[src/rtl/seq_multiplier_pkg.sv]
// Shared definitions for the sequential shift-and-add multiplier:
// FSM state encodings, default operand width and counter sizing.
package seq_multiplier_pkg;

  localparam int MUL_N_DEFAULT = 32;

  // Encodings are fixed so other blocks can decode the debug state directly.
  typedef enum logic [1:0] {
    S_IDLE = 2'd0,
    S_RUN  = 2'd1,
    S_DONE = 2'd2
  } mul_state_e;

  // Width of the iteration counter; it has to reach N-1.
  function automatic int cnt_width(input int n);
    return (n < 2) ? 1 : $clog2(n);
  endfunction

endpackage

[src/rtl/adder_32_bit.sv]
// Ripple-carry adder: the single adder the multiplier uses each iteration.
// The default width is 32; N sets the operand width.
module adder_32_bit #(
  parameter int N = 32
) (
  input  logic [N-1:0] a_i,
  input  logic [N-1:0] b_i,
  input  logic         cin_i,
  output logic [N-1:0] sum_o,
  output logic         cout_o
);

  // Bit-serial ripple; the carry is a block-local variable, so no signal
  // depends on itself.
  always_comb begin
    logic carry;
    carry = cin_i;
    sum_o = '0;
    for (int i = 0; i < N; i++) begin
      sum_o[i] = a_i[i] ^ b_i[i] ^ carry;
      carry    = (a_i[i] & b_i[i]) | (carry & (a_i[i] ^ b_i[i]));
    end
    cout_o = carry;
  end

endmodule

[src/rtl/seq_multiplier.sv]
// Iterative unsigned shift-and-add multiplier. It produces a 2N-bit product
// in N cycles, using one N-bit ripple adder.
//
// Handshake: start is sampled only in IDLE. On the accept edge the operands
// are latched and busy rises. busy stays high for the N RUN iterations.
// done is a one-cycle pulse that follows the last iteration; product is
// valid while done is high and holds until the next result is written.
// busy and done are never high together. A start seen in RUN or DONE is
// dropped, not queued.
module seq_multiplier
  import seq_multiplier_pkg::*;
#(
  parameter int N = MUL_N_DEFAULT
) (
  input  logic           clk,
  input  logic           rst,
  input  logic           start,
  input  logic [N-1:0]   A,
  input  logic [N-1:0]   B,
  output logic           busy,
  output logic           done,
  output logic [2*N-1:0] product,
  output logic [1:0]     state_o
);

  localparam int            CW       = cnt_width(N);
  localparam logic [CW-1:0] CNT_LAST = CW'(N - 1);

  mul_state_e     state_q,   state_d;
  logic [N-1:0]   mcand_q,   mcand_d;
  logic [N-1:0]   p_hi_q,    p_hi_d;
  logic [N-1:0]   p_lo_q,    p_lo_d;
  logic [CW-1:0]  count_q,   count_d;
  logic [2*N-1:0] product_q, product_d;
  logic           busy_q,    busy_d;
  logic           done_q,    done_d;

  // Adder operands: the upper partial product, plus the multiplicand when the
  // current multiplier bit is set.
  logic [N-1:0] addend;
  logic [N-1:0] sum;
  logic         carry;

  assign addend = p_lo_q[0] ? mcand_q : '0;

  adder_32_bit #(.N(N)) u_adder (
    .a_i   (p_hi_q),
    .b_i   (addend),
    .cin_i (1'b0),
    .sum_o (sum),
    .cout_o(carry)
  );

  // Next-state, datapath and output logic. Every value defaults to a hold.
  always_comb begin
    state_d   = state_q;
    mcand_d   = mcand_q;
    p_hi_d    = p_hi_q;
    p_lo_d    = p_lo_q;
    count_d   = count_q;
    product_d = product_q;
    busy_d    = busy_q;
    done_d    = done_q;

    unique case (state_q)
      S_IDLE: begin
        done_d = 1'b0;
        if (start) begin
          state_d = S_RUN;
          mcand_d = A;
          p_lo_d  = B;
          p_hi_d  = '0;
          count_d = '0;
          busy_d  = 1'b1;
        end
      end

      S_RUN: begin
        // Shift {carry, sum, p_lo} right by one. The carry becomes the MSB of
        // p_hi, so no bit of the product is lost.
        p_hi_d  = {carry, sum[N-1:1]};
        p_lo_d  = {sum[0], p_lo_q[N-1:1]};
        count_d = count_q + 1'b1;
        if (count_q == CNT_LAST) begin
          state_d   = S_DONE;
          product_d = {carry, sum[N-1:1], sum[0], p_lo_q[N-1:1]};
          busy_d    = 1'b0;
          done_d    = 1'b1;
        end
      end

      S_DONE: begin
        state_d = S_IDLE;
        done_d  = 1'b0;
      end

      default: begin
        state_d = S_IDLE;
        busy_d  = 1'b0;
        done_d  = 1'b0;
      end
    endcase
  end

  // State register. Reset clears everything and takes priority over start.
  always_ff @(posedge clk) begin
    if (rst) begin
      state_q   <= S_IDLE;
      mcand_q   <= '0;
      p_hi_q    <= '0;
      p_lo_q    <= '0;
      count_q   <= '0;
      product_q <= '0;
      busy_q    <= 1'b0;
      done_q    <= 1'b0;
    end else begin
      state_q   <= state_d;
      mcand_q   <= mcand_d;
      p_hi_q    <= p_hi_d;
      p_lo_q    <= p_lo_d;
      count_q   <= count_d;
      product_q <= product_d;
      busy_q    <= busy_d;
      done_q    <= done_d;
    end
  end

  assign busy    = busy_q;
  assign done    = done_q;
  assign product = product_q;
  assign state_o = state_q;

endmodule
[config.mk]
export PLATFORM = sky130hd
export DESIGN_NAME = seq_multiplier
export DESIGN_NICKNAME = d
export VERILOG_FILES = /design/src/rtl/seq_multiplier_pkg.sv /design/src/rtl/adder_32_bit.sv /design/src/rtl/seq_multiplier.sv
export SDC_FILE = /design/constraint.sdc
export NUM_CORES = 1
export LEC_CHECK = 0
export CORE_MARGIN = 2
export CORE_UTILIZATION = 56
export DETAILED_ROUTE_END_ITERATION = 10
export GPL_TIMING_DRIVEN = 0
export PLACE_DENSITY = 0.86
export SLEW_MARGIN = 20
export SYNTH_ARGS = -nofsm -noshare
export SYNTH_HDL_FRONTEND = slang
export SYNTH_SLANG_ARGS = --single-unit
[constraint.sdc]
create_clock -name clk -period 39 [get_ports clk]
set_input_delay 3.9 -clock clk [delete_from_list [all_inputs] [get_ports clk]]
set_output_delay 3.9 -clock clk [all_outputs]
set_load 0.02 [all_outputs]
* Word level (Yosys, flattened, before mapping)
Cells that the tools add are included.
** Storage, ports and cells
- Memory bits (read-only) :: 0
- Bits of input ports :: 67
- Output and inout bits :: 68
- Logic and storage cells :: 194
- Memory bits (writable) :: 0
- Latch bits :: 0
- Memories :: 0
- Bits in registers :: 169
** Operators by class
- $lt $le $gt $ge :: 0
- Eq/ne operators :: 5
- Shift-type cells :: 0
- $add $sub $neg :: 1
- Divide/modulo/power cells :: 0
- $mul :: 0
- Muxes and demuxes :: 13
- Bitwise gates (word level) :: 159
- Reduce and logical (&&, ||, !) cells :: 8
** Operator list (number)
- one-hot mux 32 bit (2 select lines) :: 2
- two-way mux 32 bit :: 3
- AND 1 bit :: 63
- bitwise XOR 1 bit :: 63
- OR 1 bit :: 31
- one-hot mux 5 bit (2 select lines) :: 1
- AND reduction 2 bit :: 4
- adder 5 x 1 -> 5 bit, second input constant :: 1
- equality test 5 bit, second input constant :: 1
- two-way mux 5 bit :: 1
- two-way mux 2 bit :: 2
- != test 2 bit, second input constant :: 2
- one-hot mux 2 bit (2 select lines) :: 1
- one-hot mux 1 bit (3 select lines) :: 1
- AND reduction 3 bit :: 1
- equality test 2 x 1 -> 1 bit, second input constant :: 1
- equality test 2 bit, second input constant :: 1
- logical NOT 2 bit :: 1
- two-way mux 1 bit :: 2
- NOT 1 bit :: 2
- nonzero test 2 bit :: 1
- OR reduction 2 bit :: 1

* Logic depth before layout (Yosys ltp)
Gate-level depths: netlist of run 1.
- Depth in word-level cells :: 65
- Gate-level depth with buffers :: 37
- Mapped depth without buffers :: 37

* Hierarchy
A second synthesis of run 1 with hierarchy kept.
** Second synthesis, totals
- Cell total of the unflattened synthesis :: 757
- Area total of the unflattened synthesis :: 7003.0 µm²
** By module, submodules not included
- seq_multiplier :: cells each 715, seq. area each 3383.2 µm², area an instance 6324.8 µm², instances 1
- adder_32_bit :: cells each 42, seq. area each 0.0 µm², area an instance 678.2 µm², instances 1

* Worst setup path before layout of run 1
OpenSTA, ideal clock, no wires.
- Path kind :: register to register
- Start :: reg p_lo_q[0]
- End :: reg product_q[62], in the netlist product[62]
- Setup slack :: 25.611 ns
- Data arrival time :: 13.304 ns
- Required time :: 38.914 ns
- Cell stages (with the launch flop) :: 37
- Path buffers :: 1
- Path through :: dfxtp_1 > clkbuf_1 > nand2_1 > fa_1 > fa_1 > fa_1 > fa_1 > fa_1 > fa_1 > fa_1 > fa_1 > fa_1 > fa_1 > fa_1 > fa_1 > fa_1 > fa_1 > fa_1 > fa_1 > fa_1 > fa_1 > fa_1 > inv_1 > fa_1 > inv_1 > fa_1 > fa_1 > fa_1 > fa_1 > fa_1 > fa_1 > fa_1 > fa_1 > fa_1 > fa_1 > fa_1 > a211oi_1
** On the way
- Longest elaborated chain between the ends :: 63
- Elaborated cells on any way between the ends :: 124
- Classes of those cells :: mux: 1; bitwise: 123
** RTL lines
- start, declared :: line seq_multiplier.sv:32 : logic [N-1:0] p_lo_q, p_lo_d;
- start signal, assigned :: line seq_multiplier.sv:120 : p_lo_q <= p_lo_d;
- two-way mux 32 bit * :: line seq_multiplier.sv:44 : assign addend = p_lo_q[0] ? mcand_q : '0;
- AND 1 bit / bitwise XOR 1 bit (equally long branches) :: line adder_32_bit.sv:21 : carry = (a_i[i] & b_i[i]) | (carry & (a_i[i] ^ b_i[i]));
- AND 1 bit :: line adder_32_bit.sv:21
- OR 1 bit :: line adder_32_bit.sv:21
- AND 1 bit :: line adder_32_bit.sv:21
- OR 1 bit :: line adder_32_bit.sv:21
- AND 1 bit :: line adder_32_bit.sv:21
- OR 1 bit :: line adder_32_bit.sv:21
- [47 not listed]
- OR 1 bit :: line adder_32_bit.sv:21
- AND 1 bit :: line adder_32_bit.sv:21
- OR 1 bit :: line adder_32_bit.sv:21
- AND 1 bit :: line adder_32_bit.sv:21
- OR 1 bit :: line adder_32_bit.sv:21
- AND 1 bit :: line adder_32_bit.sv:21
- OR 1 bit :: line adder_32_bit.sv:21
- bitwise XOR 1 bit * :: line adder_32_bit.sv:20 : sum_o[i] = a_i[i] ^ b_i[i] ^ carry;
- end signal, assigned :: line seq_multiplier.sv:122 : product_q <= product_d;
- end, declared :: line seq_multiplier.sv:34 : logic [2*N-1:0] product_q, product_d;
Every way passes the cells marked *; elsewhere a longest branch is shown, timed or not.
A chain may end at the register's enable or synchronous reset.

* Worst setup path after layout of run 1
Ends and elaborated chain as after synthesis.

==> results of run 1 <==
==> worst reg2reg max path: cells and delay by family (launching register included) <==
family / cells / cell delay, ns
compound gates: 1 / 0.20
fa+ha+maj: 31 / 12.76
buf+inv: 3 / 0.55
flops: 1 / 0.43
simple gates: 1 / 0.15
==> kinds of logic (layout without fill, tap and decap cells) <==
group	count (synthesis)	after routing	share of synthesized area
adders and majority gates	34	34	0.0957
and+or+nand+nor	282	282	0.163
AOI/OAI and AO/OA	170	170	0.184
muxes	1	1	0.00146
DFF	169	169	0.492
buffers and inverters	93	259	0.0642
==> flip-flops by register name, indices dropped and copies added (netlist names) <==
register	count
p_lo_q	32
p_hi_q	32
count_q	5
mcand_q	32
done	1
product	64
state_o	2
busy	1
==> routing by layer <==
| metal | routed length [um] | GRT usage | share of wire | vias up |
|---|---|---|---|---|
| met5 | 0 | 0 | 0 | - |
| met4 | 304 | 0.0996 | 0.018 | 0 |
| met3 | 1290 | 0.0759 | 0.074 | 30 |
| met2 | 8310 | 0.453 | 0.48 | 232 |
| met1 | 7460 | 0.355 | 0.43 | 2859 |
| li1 | - | - | - | 2814 |
==> where the power goes <==
group / total [mW] / leakage [nW] / switching, mW / internal (mW)
sequential: 0.183 / 1.38 / 0.00440 / 0.179
clock: 0.166 / 0.275 / 0.0684 / 0.0974
combinational: 0.0326 / 1.34 / 0.0180 / 0.0146
==> through the flow <==
step                utilization  hold slack [ns]  instances
global placement          0.700            0.439       1030
CTS                       0.748            0.453       1062
floorplan                     -            0.432        749
detailed placement        0.700            0.444       1030
global route              0.748            0.473       1062
finish                    0.748            0.456       1062
==> layout make-up <==
| type | count | area, sq um | area share |
|---|---|---|---|
| plain buffers | 57 | 307 | 0.0341 |
| clock buffers | 21 | 460 | 0.0512 |
| clock inverters | 11 | 123 | 0.0136 |
| inverters | 36 | 135 | 0.0150 |
| multi-input cells | 487 | 3050 | 0.340 |
| flip-flops and latches | 169 | 3380 | 0.376 |
| well taps | 147 | 184 | 0.0205 |
| repair buffers | 134 | 1340 | 0.149 |
==> synth_stat cells (3+ instances only) <==
cell | number | area, sq um
dfxtp_1 | 169 | 3380
inv_1 | 36 | 135
buf_1 | 6 | 22.5
fa_1 | 31 | 621
buf_6 | 7 | 78.8
buf_4 | 4 | 30.0
ha_1 | 3 | 37.5
o2bb2ai_1 | 31 | 272
nand3_1 | 3 | 15.0
nand2b_1 | 3 | 18.8
a21oi_1 | 66 | 330
nand2_1 | 164 | 616
a211oi_1 | 32 | 240
o221ai_1 | 19 | 166
clkbuf_1 | 20 | 75.1
nor2_1 | 99 | 372
buf_2 | 20 | 100
o221ai_2 | 12 | 180
and3_1 | 3 | 18.8
a22o_1 | 3 | 26.3
==> how the worst max path moves through the flow <==
stage | start | endpoint | cells after the start
after global routing | p_lo_q[0] | product[62] | 36
final | p_lo_q[0] | product[62] | 36
after floorplan | p_lo_q[0] | product[62] | 36
after global placement | p_lo_q[0] | product[62] | 36
after CTS | p_lo_q[0] | product[62] | 36
after detailed placement | p_lo_q[0] | product[62] | 36
==> impl_metrics.csv, run 1 <==
group,metric,value,unit
outcome,status,"completed",
critical_path,r2r-start,"p_lo_q[0]",
cts,cts_setup_buffers,0,
sta,drv_slew,0,
cts,root_buffer,"clkbuf_16",
logic_synthesis,synth_warnings,0,
sta,max-slew-margin-rel,0.606,
floorplanning,die_width,115,um
cts,ctsHoldBuffers,0,
sta,finalSetupTns,0,ns
logic_synthesis,synth_cell_types,35,
critical_path,reg2reg_slack,24.80,ns
logic_synthesis,synth.net_count,850,
grt,grt_pass1_vias,5862,
sta,skew,0.00763,ns
finish,fillCellCount,822,
critical_path,r2r-end,"product[62]",
floorplanning,io_pins,135,
logic_synthesis,syn-instance-count,749,
route,drt-initial-drc-count,451,
job,cap_viol_max_count,0,
cts,htree_num_levels,4,
logic_synthesis,synthFlopType,"dfxtp_1",
grt,grt_pass1_wl,28.4,mm
floorplanning,die_height,115,um
cts,clkLatencyLatePin,0.43,ns
critical_path,crit_arrival,14.54,ns
critical_path,crit_fanout,10,
route,drc,0,
placed_design,port-buffer-count,134,
floorplanning,initial_core_util,0.573,
finish,layout_common_cells,"dfxtp_1, nand2_1, clkdlybuf4s50_1",
logic_synthesis,synth_edf_count,0,
placed_design,hpwl,12.0,mm
placed_design,dpl-instance-area,8400,sq um
critical_path,cp_common_cell,"fa_1",
power_and_ir_drop,finalPower,0.381,mW
grt,grtUsageTotal,0.277,
power_and_ir_drop,p_leak,2.99,nW
placed_design,gp_congestion,0.858,
finish,final_common_cell,"dfxtp_1",
critical_path,required,39.34,ns
placed_design,preCtsSetupSlack,24.83,ns
sta,worstMarginPinSlew,0.591,ns
route,drtAntennaViolNets,0,
logic_synthesis,syn_avg_cell_area,9.18,sq um
sta,finalCritPeriodShare,0.364,
route,firstDrtPassIters,5,
grt,antenna_found_initial,0,
power_and_ir_drop,ir_worst_vdd,0.0308,mV
sta,rsz0062_at_grt,"false",
critical_path,crit_buf_inv,3,
cts,cts-resized-gates,0,
critical_path,critPathTopFamily,"adder cells",
finish,syn_to_final_growth,30.7,%
critical_path,cpPeakStageDelay,0.50,ns
logic_synthesis,synthesis.area,6880,sq um
finish,drive_above_1_share,0.0831,
worst_hold_path,hold_path_depth,2,
power_and_ir_drop,powerDensity,42.4,nW/um^2
route,viasPerCell,5.59,
critical_path,crit_slowest_cell,"fa_1",
logic_synthesis,synth_seq_cells,169,
critical_path,cp-end-kind,"register",
floorplanning,die_area,13200,sq um
cts,cts_max_path_buffers,2,
cts,cts_sinks,169,
critical_path,rr_worst_depth,36,
sta,hold_viol_final,0,
finish,final_cell_area,8990,sq um
sta,fmax,70.4,MHz
logic_synthesis,synth-seq-area-share,0.492,
logic_synthesis,async_flop_share,0,
grt,grt_start_max_net_pins,17,
route,dr_total_vias,5935,
worst_hold_path,hp-start,"product[4]",
worst_hold_path,hold_path.class,"reg2reg",
grt,overflow,0,
route,totalWireLength,17.4,mm
critical_path,startpoint_type,"register",
floorplanning,core-area,12000,sq um
cts,cts_tree,"built",
cts,clkTransAtPathRegs,0.06,ns
route,wl_per_cell,16.4,um
sta,setup_viol_count_final,0,
finish,diodes,0,
critical_path,criticalPathCategory,"reg2reg",
floorplanning,row_count,40,
cts,cts-buffers-inserted,17,
sta,period_needed,14.20,ns
finish,nets,1003,
sta,setup_ws,24.80,ns
worst_hold_path,hold_end,"product[4]",
Power figures use the tool's default switching activity.
==> run 2, diff against run 1 <==
--- a/config.mk
+++ b/config.mk
@@ -6,10 +6,10 @@
 export NUM_CORES = 1
 export LEC_CHECK = 0
 export CORE_MARGIN = 2
-export CORE_UTILIZATION = 56
+export CORE_UTILIZATION = 47
 export DETAILED_ROUTE_END_ITERATION = 10
 export GPL_TIMING_DRIVEN = 0
-export PLACE_DENSITY = 0.86
+export PLACE_DENSITY = 0.77
 export SLEW_MARGIN = 20
 export SYNTH_ARGS = -nofsm -noshare
 export SYNTH_HDL_FRONTEND = slang
==> constraint.sdc (replaced) <==
create_clock -name clk -period 13.05 [get_ports clk]
set_input_delay 1.305 -clock clk [delete_from_list [all_inputs] [get_ports clk]]
set_output_delay 1.305 -clock clk [all_outputs]
set_load 0.02 [all_outputs]
==> run 2 against run 1 <==
Compared with the run above: count of clock-buffer cells in the layout stayed put; critical path depth increased by 1; die area is 18% higher; sequential share of layout area shrank 0.42 points; highest routed layer unchanged; setup slack worse by 24 ns; combinational power rose to 3.0 times the previous value; non-clock buffer count is the same.
==> impl_metrics.csv, run 2 (synthesis gave the netlist of run 1 again) <==
group,metric,value,unit
route,drc,0,
route,drtAntennaViolNets,0,
sta,finalCritPeriodShare,0.970,
power_and_ir_drop,p_leak,3.03,nW
sta,max-slew-margin-rel,0.619,
critical_path,required,13.34,ns
critical_path,cp_common_cell,"fa_2",
sta,setup_viol_count_final,0,
finish,final_cell_area,9100,sq um
route,totalWireLength,16.8,mm
critical_path,startpoint_type,"register",
critical_path,crit_fanout,6,
placed_design,port-buffer-count,134,
critical_path,cpPeakStageDelay,0.58,ns
sta,worstMarginPinSlew,0.572,ns
power_and_ir_drop,finalPower,1.13,mW
finish,largest_reg_flops,64,
cts,cts-buffers-inserted,17,
grt,grt_start_max_net_pins,17,
sta,fmax,79.0,MHz
floorplanning,die_area,15600,sq um
critical_path,cp-end-kind,"register",
floorplanning,row_count,44,
grt,grt_pass1_vias,5642,
finish,final_common_cell,"dfxtp_1",
sta,hold_viol_final,0,
cts,root_buffer,"clkbuf_16",
sta,skew,0.00649,ns
grt,use_met2,0.350,
finish,final_cells,1099,
cts,clkLatencyLatePin,0.43,ns
floorplanning,initial_core_util,0.477,
cts,clkTransAtPathRegs,0.06,ns
route,wl_per_cell,15.3,um
finish,diodes,0,
placed_design,dpl.cell_count,1067,
placed_design,gp_congestion,0.843,
worst_hold_path,hold_path.class,"reg2reg",
critical_path,crit_buf_inv,3,
critical_path,critPathTopFamily,"adder cells",
finish,fillCellCount,1225,
cts,cts_tree,"built",
grt,grtUsageTotal,0.220,
critical_path,crit_start,"p_lo_q[0]",
route,viasPerCell,5.18,
grt,overflow,0,
grt,met1_usage,0.282,
power_and_ir_drop,ir_worst_vdd,0.0918,mV
sta,period_needed,12.66,ns
finish,multiInputGateArea,3110,sq um
cts,cts_sinks,169,
worst_hold_path,hp-start,"product[4]",
outcome,status,"completed",
grt,met3_usage,0.0736,
placed_design,hpwl,11.8,mm
grt,antenna_found_initial,0,
critical_path,criticalPathCategory,"reg2reg",
placed_design,dpl-instance-area,8470,sq um
route,dr_total_vias,5688,
sta,drv_slew,0,
finish,seq_area,3390,sq um
finish,drive_above_1_share,0.113,
floorplanning,die_height,125,um
power_and_ir_drop,powerDensity,124,nW/um^2
finish,nets,1003,
floorplanning,io_pins,135,
grt,grt_pass1_wl,27.5,mm
floorplanning,core-area,14400,sq um
cts,htree_num_levels,4,
critical_path,crit_slowest_cell,"fa_1",
finish,syn_to_final_growth,32.3,%
critical_path,crit_arrival,12.95,ns
route,firstDrtPassIters,5,
sta,rsz0062_at_grt,"false",
cts,cts_setup_buffers,0,
critical_path,r2r-start,"p_lo_q[0]",
finish,layout_common_cells,"dfxtp_1, nand2_1, clkdlybuf4s50_1",
cts,cts_max_path_buffers,2,
grt,grt_busiest_layer,"met2",
floorplanning,die_width,125,um
route,drt-initial-drc-count,314,
job,cap_viol_max_count,0,
## run 2: changes by cell type in the layout (fill, tap and decap cells not counted), moves of 2 or more
cell / previous run / this run
fa_1: 31 / 9
fa_2: 0 / 22
clkbuf_1: 22 / 19
clkbuf_8: 2 / 5
clkinv_2: 3 / 5
## run 2: power by group
part	total, mW	switching (mW)	internal [mW]
clock network	0.488	0.206	0.282
logic	0.0971	0.0526	0.0445
registers	0.547	0.0128	0.534
## run 2: metrics by stage
| stage | setup slack (ns) | TNS, ns | hold slack, ns | utilization |
|---|---|---|---|---|
| floorplan | 0.0326 | 0 | 0.432 | - |
| global placement | -0.623 | -2.57 | 0.440 | 0.587 |
| detailed placement | -0.620 | -2.52 | 0.446 | 0.587 |
| CTS | 0.0145 | 0 | 0.456 | 0.629 |
| global route | 0.0585 | 0 | 0.470 | 0.631 |
| finish | 0.388 | 0 | 0.454 | 0.631 |
## run 2: worst reg2reg max path, delay by kind of cell, from the launching register on
kind / cells / cell delay, ns
AO/OA/AOI/OAI: 1 / 0.08
adder cells (fa/ha/maj): 32 / 11.76
buffers and inverters: 3 / 0.18
flip-flops: 1 / 0.38
AND/OR/NAND/NOR: 1 / 0.12
## run 2: path summary, 6_finish.rpt
| check | endpoint | slack (ns) | depth (start not counted) |
|---|---|---|---|
| min | product[4] | 0.45 | 2 |
| max reg2reg | product[62] | 0.39 | 37 |
| min reg2reg | product[4] | 0.45 | 2 |
| max | product[62] | 0.39 | 37 |
## run 2: cell type report
cell class	count	area share
buffer	57	0.0348
clock buffer	21	0.0528
clock inverter	11	0.0105
inverter	36	0.0149
multi-input combinational	487	0.342
sequential	169	0.372
tap	184	0.0253
timing repair buffer	134	0.147
## run 2: metal layers
metal	share of wire	routed length (um)
met5	0	0
met4	0.018	301
met3	0.074	1240
met2	0.46	7820
met1	0.44	7490
## run 2: what timing repair did
action / 4_1_cts / 5_1_grt
setup endpoints to repair: 6 / 4
pin swaps: 0 / 1
hold endpoints to repair: 0 / 0
gates resized for setup: 13 / 8
hold buffers: 0 / 0
